<file path="config.mk">
export PLATFORM = sky130hd
export DESIGN_NAME = core_ldst_multiple_seq_flat
export DESIGN_NICKNAME = d
export VERILOG_FILES = /design/src/rtl/core_ldst_multiple_seq_pkg.sv /design/src/rtl/core_ldst_multiple_seq_if.sv /design/src/rtl/core_ldst_mult_prio.sv /design/src/rtl/core_ldst_multiple_seq.sv /design/src/flat_wrapper.sv
export SDC_FILE = /design/constraint.sdc
export NUM_CORES = 1
export LEC_CHECK = 0
export BUFFER_PORTS_ARGS = -buffer_cell sky130_fd_sc_hd__buf_2
export CORE_ASPECT_RATIO = 0.75
export CORE_UTILIZATION = 55
export DETAILED_ROUTE_END_ITERATION = 12
export PLACE_DENSITY_LB_ADDON = 0.12
export SYNTH_ARGS = -nofsm -noshare
export SYNTH_HDL_FRONTEND = slang
export SYNTH_SLANG_ARGS = --single-unit
export TNS_END_PERCENT = 100
</file>
<file path="constraint.sdc">
create_clock -name clk -period 7.15 [get_ports clk]
set_input_delay 0.715 -clock clk [delete_from_list [all_inputs] [get_ports clk]]
set_output_delay 0.715 -clock clk [all_outputs]
set_load 0.05 [all_outputs]
</file>
<file path="src/rtl/core_ldst_multiple_seq_pkg.sv">
`default_nettype none
// ============================================================================
// Module      : core_ldst_multiple_seq_pkg
// Description : Shared ISA/uarch types used by the LDM/STM sequencer: word and
//               register-number types, the decoded LDM/STM record, the
//               sequencer state encoding and a popcount helper.
// Revision    : 1.0 - initial release
// ============================================================================
package core_ldst_multiple_seq_pkg;

    localparam int unsigned WORD_W   = 32;
    localparam int unsigned REGNUM_W = 4;
    localparam int unsigned NUM_REGS = 16;

    typedef logic [WORD_W-1:0]   word_t;
    typedef logic [REGNUM_W-1:0] reg_num_t;

    // Decoded LDM/STM fields. increment/pre_indexed select IA/IB/DA/DB.
    typedef struct packed {
        reg_num_t              rn;
        logic                  increment;
        logic                  pre_indexed;
        logic                  writeback;
        logic                  load;
        logic                  user_regs;
        logic [NUM_REGS-1:0]   reg_list;
    } ldst_decode_t;

    // Sequencer state encoding.
    typedef enum logic [1:0] {
        ST_IDLE = 2'd0,
        ST_RUN  = 2'd1,
        ST_DONE = 2'd2
    } ldst_mult_state_t;

    // Number of set bits in a 16-bit register list (0..16).
    function automatic logic [4:0] popcount16(input logic [NUM_REGS-1:0] v);
        logic [4:0] cnt;
        cnt = '0;
        for (int i = 0; i < NUM_REGS; i++) begin
            cnt = cnt + {4'b0, v[i]};
        end
        return cnt;
    endfunction

endpackage
`default_nettype wire

</file>
<file path="src/rtl/core_ldst_multiple_seq_if.sv">
`default_nettype none
// ============================================================================
// Module      : core_ldst_multiple_seq_if
// Description : Request, beat and writeback signals of the LDM/STM sequencer.
//               master = issuing core / memory side, slave = the sequencer.
// Revision    : 1.0 - initial release
// ============================================================================
interface core_ldst_multiple_seq_if;
    import core_ldst_multiple_seq_pkg::*;

    logic         start;
    logic         ready;
    ldst_decode_t decode_in;
    word_t        base;
    logic         beat_valid;
    logic         beat_ready;
    word_t        beat_addr;
    reg_num_t     beat_reg;
    logic         beat_load;
    logic         beat_user;
    logic         beat_last;
    logic         done;
    logic         wb_valid;
    reg_num_t     wb_reg;
    word_t        wb_value;

    modport master (
        output start, decode_in, base, beat_ready,
        input  ready, beat_valid, beat_addr, beat_reg, beat_load, beat_user,
               beat_last, done, wb_valid, wb_reg, wb_value
    );

    modport slave (
        input  start, decode_in, base, beat_ready,
        output ready, beat_valid, beat_addr, beat_reg, beat_load, beat_user,
               beat_last, done, wb_valid, wb_reg, wb_value
    );
endinterface
`default_nettype wire

</file>
<file path="src/rtl/core_ldst_mult_prio.sv">
`default_nettype none
// ============================================================================
// Module      : core_ldst_mult_prio
// Description : 16-bit lowest-set-bit encoder. idx_o is the index of the
//               lowest set bit (0 when empty); single_o flags that exactly
//               one bit is set, which marks the final beat.
// Revision    : 1.0 - initial release
// ============================================================================
module core_ldst_mult_prio (
    input  logic [15:0] mask_i,
    output logic [3:0]  idx_o,
    output logic        single_o
);

    // Scan from the top down so the lowest set bit wins.
    always_comb begin
        idx_o = 4'd0;
        for (int i = 15; i >= 0; i--) begin
            if (mask_i[i]) begin
                idx_o = 4'(i);
            end
        end
    end

    // A non-empty mask with no bit left after clearing its lowest one.
    assign single_o = (mask_i != 16'h0) && ((mask_i & (mask_i - 16'h1)) == 16'h0);

endmodule
`default_nettype wire

</file>
<file path="src/rtl/core_ldst_multiple_seq.sv">
`default_nettype none
// ============================================================================
// Module      : core_ldst_multiple_seq
// Description : LDM/STM sequencer. Accepts one decoded multiple-transfer
//               instruction, emits one beat per listed register in ascending
//               register order with ascending addresses, then pulses done
//               together with the base-register writeback request.
// Revision    : 1.0 - initial release
// ============================================================================
module core_ldst_multiple_seq
    import core_ldst_multiple_seq_pkg::*;
(
    input  logic                     clk,
    input  logic                     rst_n,
    core_ldst_multiple_seq_if.slave  bus
);

    ldst_mult_state_t state_q, state_d;
    logic [15:0]      mask_q, mask_d;
    word_t            addr_q, addr_d;
    logic             load_q, load_d;
    logic             user_q, user_d;
    logic             wbv_q, wbv_d;
    reg_num_t         wbreg_q, wbreg_d;
    word_t            wbval_q, wbval_d;

    logic [3:0]       w_prio_idx;
    logic             w_prio_single;
    logic [4:0]       w_count;
    word_t            w_span;
    word_t            w_start_addr;
    logic             w_in_run;
    logic             w_in_done;

    core_ldst_mult_prio u_prio (
        .mask_i   (mask_q),
        .idx_o    (w_prio_idx),
        .single_o (w_prio_single)
    );

    // Transfer span 4n of the incoming instruction.
    assign w_count = popcount16(bus.decode_in.reg_list);
    assign w_span  = {25'b0, w_count, 2'b00};

    // Lowest address touched: IA base, IB base+4, DA base-4n+4, DB base-4n.
    always_comb begin
        unique case ({bus.decode_in.increment, bus.decode_in.pre_indexed})
            2'b10:   w_start_addr = bus.base;
            2'b11:   w_start_addr = bus.base + 32'd4;
            2'b00:   w_start_addr = bus.base - w_span + 32'd4;
            default: w_start_addr = bus.base - w_span;
        endcase
    end

    // Next-state logic: latch on start in IDLE, retire one beat per handshake.
    always_comb begin
        state_d = state_q;
        mask_d  = mask_q;
        addr_d  = addr_q;
        load_d  = load_q;
        user_d  = user_q;
        wbv_d   = wbv_q;
        wbreg_d = wbreg_q;
        wbval_d = wbval_q;
        unique case (state_q)
            ST_IDLE: begin
                if (bus.start) begin
                    mask_d  = bus.decode_in.reg_list;
                    addr_d  = {w_start_addr[31:2], 2'b00};
                    load_d  = bus.decode_in.load;
                    user_d  = bus.decode_in.user_regs;
                    wbreg_d = bus.decode_in.rn;
                    // A loaded base register wins over the writeback.
                    wbv_d   = bus.decode_in.writeback &&
                              !(bus.decode_in.load && bus.decode_in.reg_list[bus.decode_in.rn]);
                    wbval_d = bus.decode_in.increment ? (bus.base + w_span)
                                                      : (bus.base - w_span);
                    state_d = (w_count != 5'd0) ? ST_RUN : ST_DONE;
                end
            end
            ST_RUN: begin
                if (bus.beat_ready) begin
                    mask_d = mask_q & ~(16'h1 << w_prio_idx);
                    addr_d = addr_q + 32'd4;
                    if (w_prio_single) begin
                        state_d = ST_DONE;
                    end
                end
            end
            ST_DONE: begin
                mask_d  = '0;
                state_d = ST_IDLE;
            end
            default: begin
                mask_d  = '0;
                state_d = ST_IDLE;
            end
        endcase
    end

    // State and datapath registers; reset aborts any instruction in flight.
    always_ff @(posedge clk or negedge rst_n) begin
        if (!rst_n) begin
            state_q <= ST_IDLE;
            mask_q  <= '0;
            addr_q  <= '0;
            load_q  <= 1'b0;
            user_q  <= 1'b0;
            wbv_q   <= 1'b0;
            wbreg_q <= '0;
            wbval_q <= '0;
        end else begin
            state_q <= state_d;
            mask_q  <= mask_d;
            addr_q  <= addr_d;
            load_q  <= load_d;
            user_q  <= user_d;
            wbv_q   <= wbv_d;
            wbreg_q <= wbreg_d;
            wbval_q <= wbval_d;
        end
    end

    // Outputs are zeroed outside the state that qualifies them.
    assign w_in_run  = (state_q == ST_RUN);
    assign w_in_done = (state_q == ST_DONE);

    assign bus.ready      = (state_q == ST_IDLE);
    assign bus.beat_valid = w_in_run;
    assign bus.beat_addr  = w_in_run ? addr_q : '0;
    assign bus.beat_reg   = w_in_run ? w_prio_idx : '0;
    assign bus.beat_load  = w_in_run & load_q;
    assign bus.beat_user  = w_in_run & user_q;
    assign bus.beat_last  = w_in_run & w_prio_single;
    assign bus.done       = w_in_done;
    assign bus.wb_valid   = w_in_done & wbv_q;
    assign bus.wb_reg     = w_in_done ? wbreg_q : '0;
    assign bus.wb_value   = w_in_done ? wbval_q : '0;

endmodule
`default_nettype wire

</file>
<file path="src/flat_wrapper.sv">
// flat-port wrapper written by rule: the top's interface ports become plain ports
module core_ldst_multiple_seq_flat import core_ldst_multiple_seq_pkg::*;
  (clk, rst_n, bus_start, bus_decode_in, bus_base, bus_beat_ready, bus_ready, bus_beat_valid, bus_beat_addr, bus_beat_reg, bus_beat_load, bus_beat_user, bus_beat_last, bus_done, bus_wb_valid, bus_wb_reg, bus_wb_value);
  core_ldst_multiple_seq_if bus_i ();
  input  logic clk;
  input  logic rst_n;
  input wire logic [$bits(bus_i.start)-1:0] bus_start;
  input wire logic [$bits(bus_i.decode_in)-1:0] bus_decode_in;
  input wire logic [$bits(bus_i.base)-1:0] bus_base;
  input wire logic [$bits(bus_i.beat_ready)-1:0] bus_beat_ready;
  output wire logic [$bits(bus_i.ready)-1:0] bus_ready;
  output wire logic [$bits(bus_i.beat_valid)-1:0] bus_beat_valid;
  output wire logic [$bits(bus_i.beat_addr)-1:0] bus_beat_addr;
  output wire logic [$bits(bus_i.beat_reg)-1:0] bus_beat_reg;
  output wire logic [$bits(bus_i.beat_load)-1:0] bus_beat_load;
  output wire logic [$bits(bus_i.beat_user)-1:0] bus_beat_user;
  output wire logic [$bits(bus_i.beat_last)-1:0] bus_beat_last;
  output wire logic [$bits(bus_i.done)-1:0] bus_done;
  output wire logic [$bits(bus_i.wb_valid)-1:0] bus_wb_valid;
  output wire logic [$bits(bus_i.wb_reg)-1:0] bus_wb_reg;
  output wire logic [$bits(bus_i.wb_value)-1:0] bus_wb_value;
  assign bus_i.start = bus_start;
  assign bus_i.decode_in = bus_decode_in;
  assign bus_i.base = bus_base;
  assign bus_i.beat_ready = bus_beat_ready;
  assign bus_ready = bus_i.ready;
  assign bus_beat_valid = bus_i.beat_valid;
  assign bus_beat_addr = bus_i.beat_addr;
  assign bus_beat_reg = bus_i.beat_reg;
  assign bus_beat_load = bus_i.beat_load;
  assign bus_beat_user = bus_i.beat_user;
  assign bus_beat_last = bus_i.beat_last;
  assign bus_done = bus_i.done;
  assign bus_wb_valid = bus_i.wb_valid;
  assign bus_wb_reg = bus_i.wb_reg;
  assign bus_wb_value = bus_i.wb_value;
  core_ldst_multiple_seq u_core (.clk(clk), .rst_n(rst_n), .bus(bus_i));
endmodule
</file>
==> flow_summary_export.csv <==
group,metric,value,unit
status,status,"finished, final reports clean",
clock_network,ctsHoldBuffers,0,
detailed_routing,num_vias,10350,
sta,final.min_clock_period,6.885,ns
final_layout,layout-drive-gt1-share,20.85,%
synthesis,synthArstFlopShare,100.0,%
sta,setup_tns,0,ns
placed_design,numPortBuffers,137,
critical_path,startpoint_type,"primary input",
synthesis,yosysMostFrequentCell,"nand2_1",
clock_network,clkTransAtPathRegs,0.07,ns
final_layout,area_growth,18.80,%
die,die_area,17170,um2
synthesis,synth_top_area_share,23.77,%
worst_hold_path,hold_class,"primary input to asynchronous set/reset pin",
placed_design,place_ws,-0.1800,ns
job,maxCapViolCount,0,
placed_design,gp_congestion,0.9842,
synthesis,synth-edff-count,0,
synthesis,ys_top_cells_by_count,"nand2_1, nor2_1, a21oi_1",
sta,finalMaxSlewViolations,0,
sta,setup_viol,0,
die,die_y,113.7,um
sta,tightest_slew,1.157,ns
placed_design,dp.final_hpwl,25.28,mm
global_route,grt_first_pass_wirelength,51.64,mm
detailed_routing,viasPerCell,6.368,
global_route,antenna_found_initial,0,
critical_path,worstPathArrival,7.09,ns
clock_network,cts_root_buffer,"clkbuf_16",
die,die_w,151.0,um
detailed_routing,routedWlPerCell,20.75,um
detailed_routing,routed_wl,33.73,mm
detailed_routing,remaining_drc_errors,0,
critical_path,cp-end-kind,"flip-flop",
synthesis,synthCells,1253,
die,io_pins,140,
power,p_leak,4.629,nW
power,ir_drop,0.2537,mV
final_layout,fillers,1465,
global_route,grt_max_degree,62,
synthesis,synth_area_leaders,"dfrtp_1, nand2_1, a21oi_1",
clock_network,clockBufferDepth,2,
global_route,grt_overflow,0,
synthesis,ys_seq_elements,87,
sta,fmax,145.2,MHz
synthesis,synth_area_leader_cell,"dfrtp_1",
sta,fin_crit_sh,96.29,%
clock_network,cts_max_level,3,
detailed_routing,ant_nets,0,
final_layout,antenna_cells,0,
final_layout,fin_util,67.30,%
power,p_per_area,335.9,nW/um2
global_route,grt_pass1_vias,8984,
critical_path,critPathKind,"primary input to flip-flop",
sta,skew,0.004868,ns
global_route,grt_use_total,39.83,%
sta,setup_slack,0.2652,ns
detailed_routing,firstDrtPassIters,6,
synthesis,ys_types,81,
synthesis,synth_area_per_cell,7.308,um2
sta,hold_viol,0,
detailed_routing,drt-initial-drc-count,1194,
synthesis,netlist_area,9158,um2
clock_network,clock-sinks,87,
die,fp.coreArea,16170,um2
clock_network,cts_tree,"done",
sta,slew_headroom,22.53,%
critical_path,cp_max_fo,7,
synthesis,yosysSeqAreaShare,23.77,%
critical_path,required,7.36,ns
die,start_util,56.65,%
clock_network,insertion_delay,0.36,ns
synthesis,ys_dominant_reg_cell,"dfrtp_1",
die,rows,40,
final_layout,num-nets-final,1506,
synthesis,synth_warnings,0,
clock_network,numCtsBuffers,9,
-- stage by stage --
step / total power [mW] / cell area, um2 / std cells / hold WS, ns
global placement: 3.038 / 10530 / 1611 / 0.4493
finish: 3.654 / 10880 / 1625 / 0.3049
global route: 3.897 / 10880 / 1625 / 0.3447
floorplan: 2.343 / 9161 / 1254 / 0.4194
detailed placement: 3.078 / 10530 / 1611 / 0.4557
CTS: 3.584 / 10810 / 1625 / 0.3133
-- power by group --
part	internal (mW)	total [mW]	switching, mW
sequential	0.692	0.897	0.205
combinational	0.886	2.27	1.39
clock	0.268	0.486	0.217
-- per-layer routing --
layer	routed length, um	up-vias	part of all wire (%)	GRT usage, %
met1	15310	4793	45	61.27
met5	0	-	0	0
met2	13020	695	39	52.23
li1	-	4819	-	-
met4	435	0	1.3	8.400
met3	4953	41	15	13.92
-- cell families after synthesis --
logic type,synth area share [%]
simple gates,31.22
compound gates,23.72
buf+inv,5.889
flops,23.77
xor+xnor,7.747
fa+ha+maj,5.493
mux,2.118
other cells,0.04095
-- area by class of cell --
cell class                 count  area, um2  share of cell area (%)
multi-input combinational   1028       6530                   60.02
sequential                    87       2177                   20.01
timing repair buffer         239       1454                   13.36
tap                          210      262.8                   2.415
clock buffer                  11      232.7                   2.139
inverter                      47      176.4                   1.622
clock inverter                 3      46.29                  0.4255
-- cells in the final DEF, fill, tap and decap left out, types with 45 or more instances in the layout --
master,count
nand3_1,59
buf_2,136
inv_1,45
o21ai_0,90
xnor2_1,47
and2_1,74
nand2_1,150
buf_4,103
dfrtp_1,87
a21oi_1,97
nor2_1,97
-- registers in the layout, summed over array words and instances (netlist names) --
signal,flops
u_core.state_q,2
u_core.wbval_q,32
u_core.user_q,1
u_core.addr_q,30
u_core.wbreg_q,4
u_core.mask_q,16
u_core.load_q,1
u_core.wbv_q,1
-- repair_timing --
| item | in CTS | in global routing |
|---|---|---|
| gates resized for setup | 0 | 16 |
| endpoints found under the setup margin | 0 | 16 |
| buffers inserted | 0 | 0 |
-- worst paths after layout --
path / start / end / slack (ns) / depth (start not counted)
setup / recovery: bus_decode_in[1] / u_core.addr_q[24] / 0.27 / 26
hold / removal: rst_n / u_core.wbval_q[14] / 0.30 / 1
setup reg to reg: u_core.addr_q[2] / u_core.addr_q[28] / 4.05 / 10
hold reg to reg: u_core.wbval_q[0] / u_core.wbval_q[0] / 0.46 / 2
max in group asynchronous: rst_n / u_core.mask_q[6] / 5.76 / 2
min in group clk: u_core.wbval_q[0] / u_core.wbval_q[0] / 0.46 / 2
-- worst max-delay path, stage by stage --
cell and delay [ns]:
buf_2 0.11, ha_1 0.27, inv_1 0.05, fa_1 0.47, inv_1 0.05, fa_1 0.47, fa_1 0.51, inv_1 0.05
fa_1 0.45, fa_1 0.41, fa_1 0.42, xor2_1 0.17, buf_4 0.14, ha_1 0.28, nor2_4 0.17, a2111oi_4 0.10
buf_4 0.18, or4_1 0.55, a22oi_1 0.22, buf_4 0.16, nand4_1 0.21, nor4b_4 0.26, buf_4 0.19, nand3_1 0.10
xnor2_1 0.21, o221ai_1 0.15
Note: power is estimated with default switching activity, not from simulation.
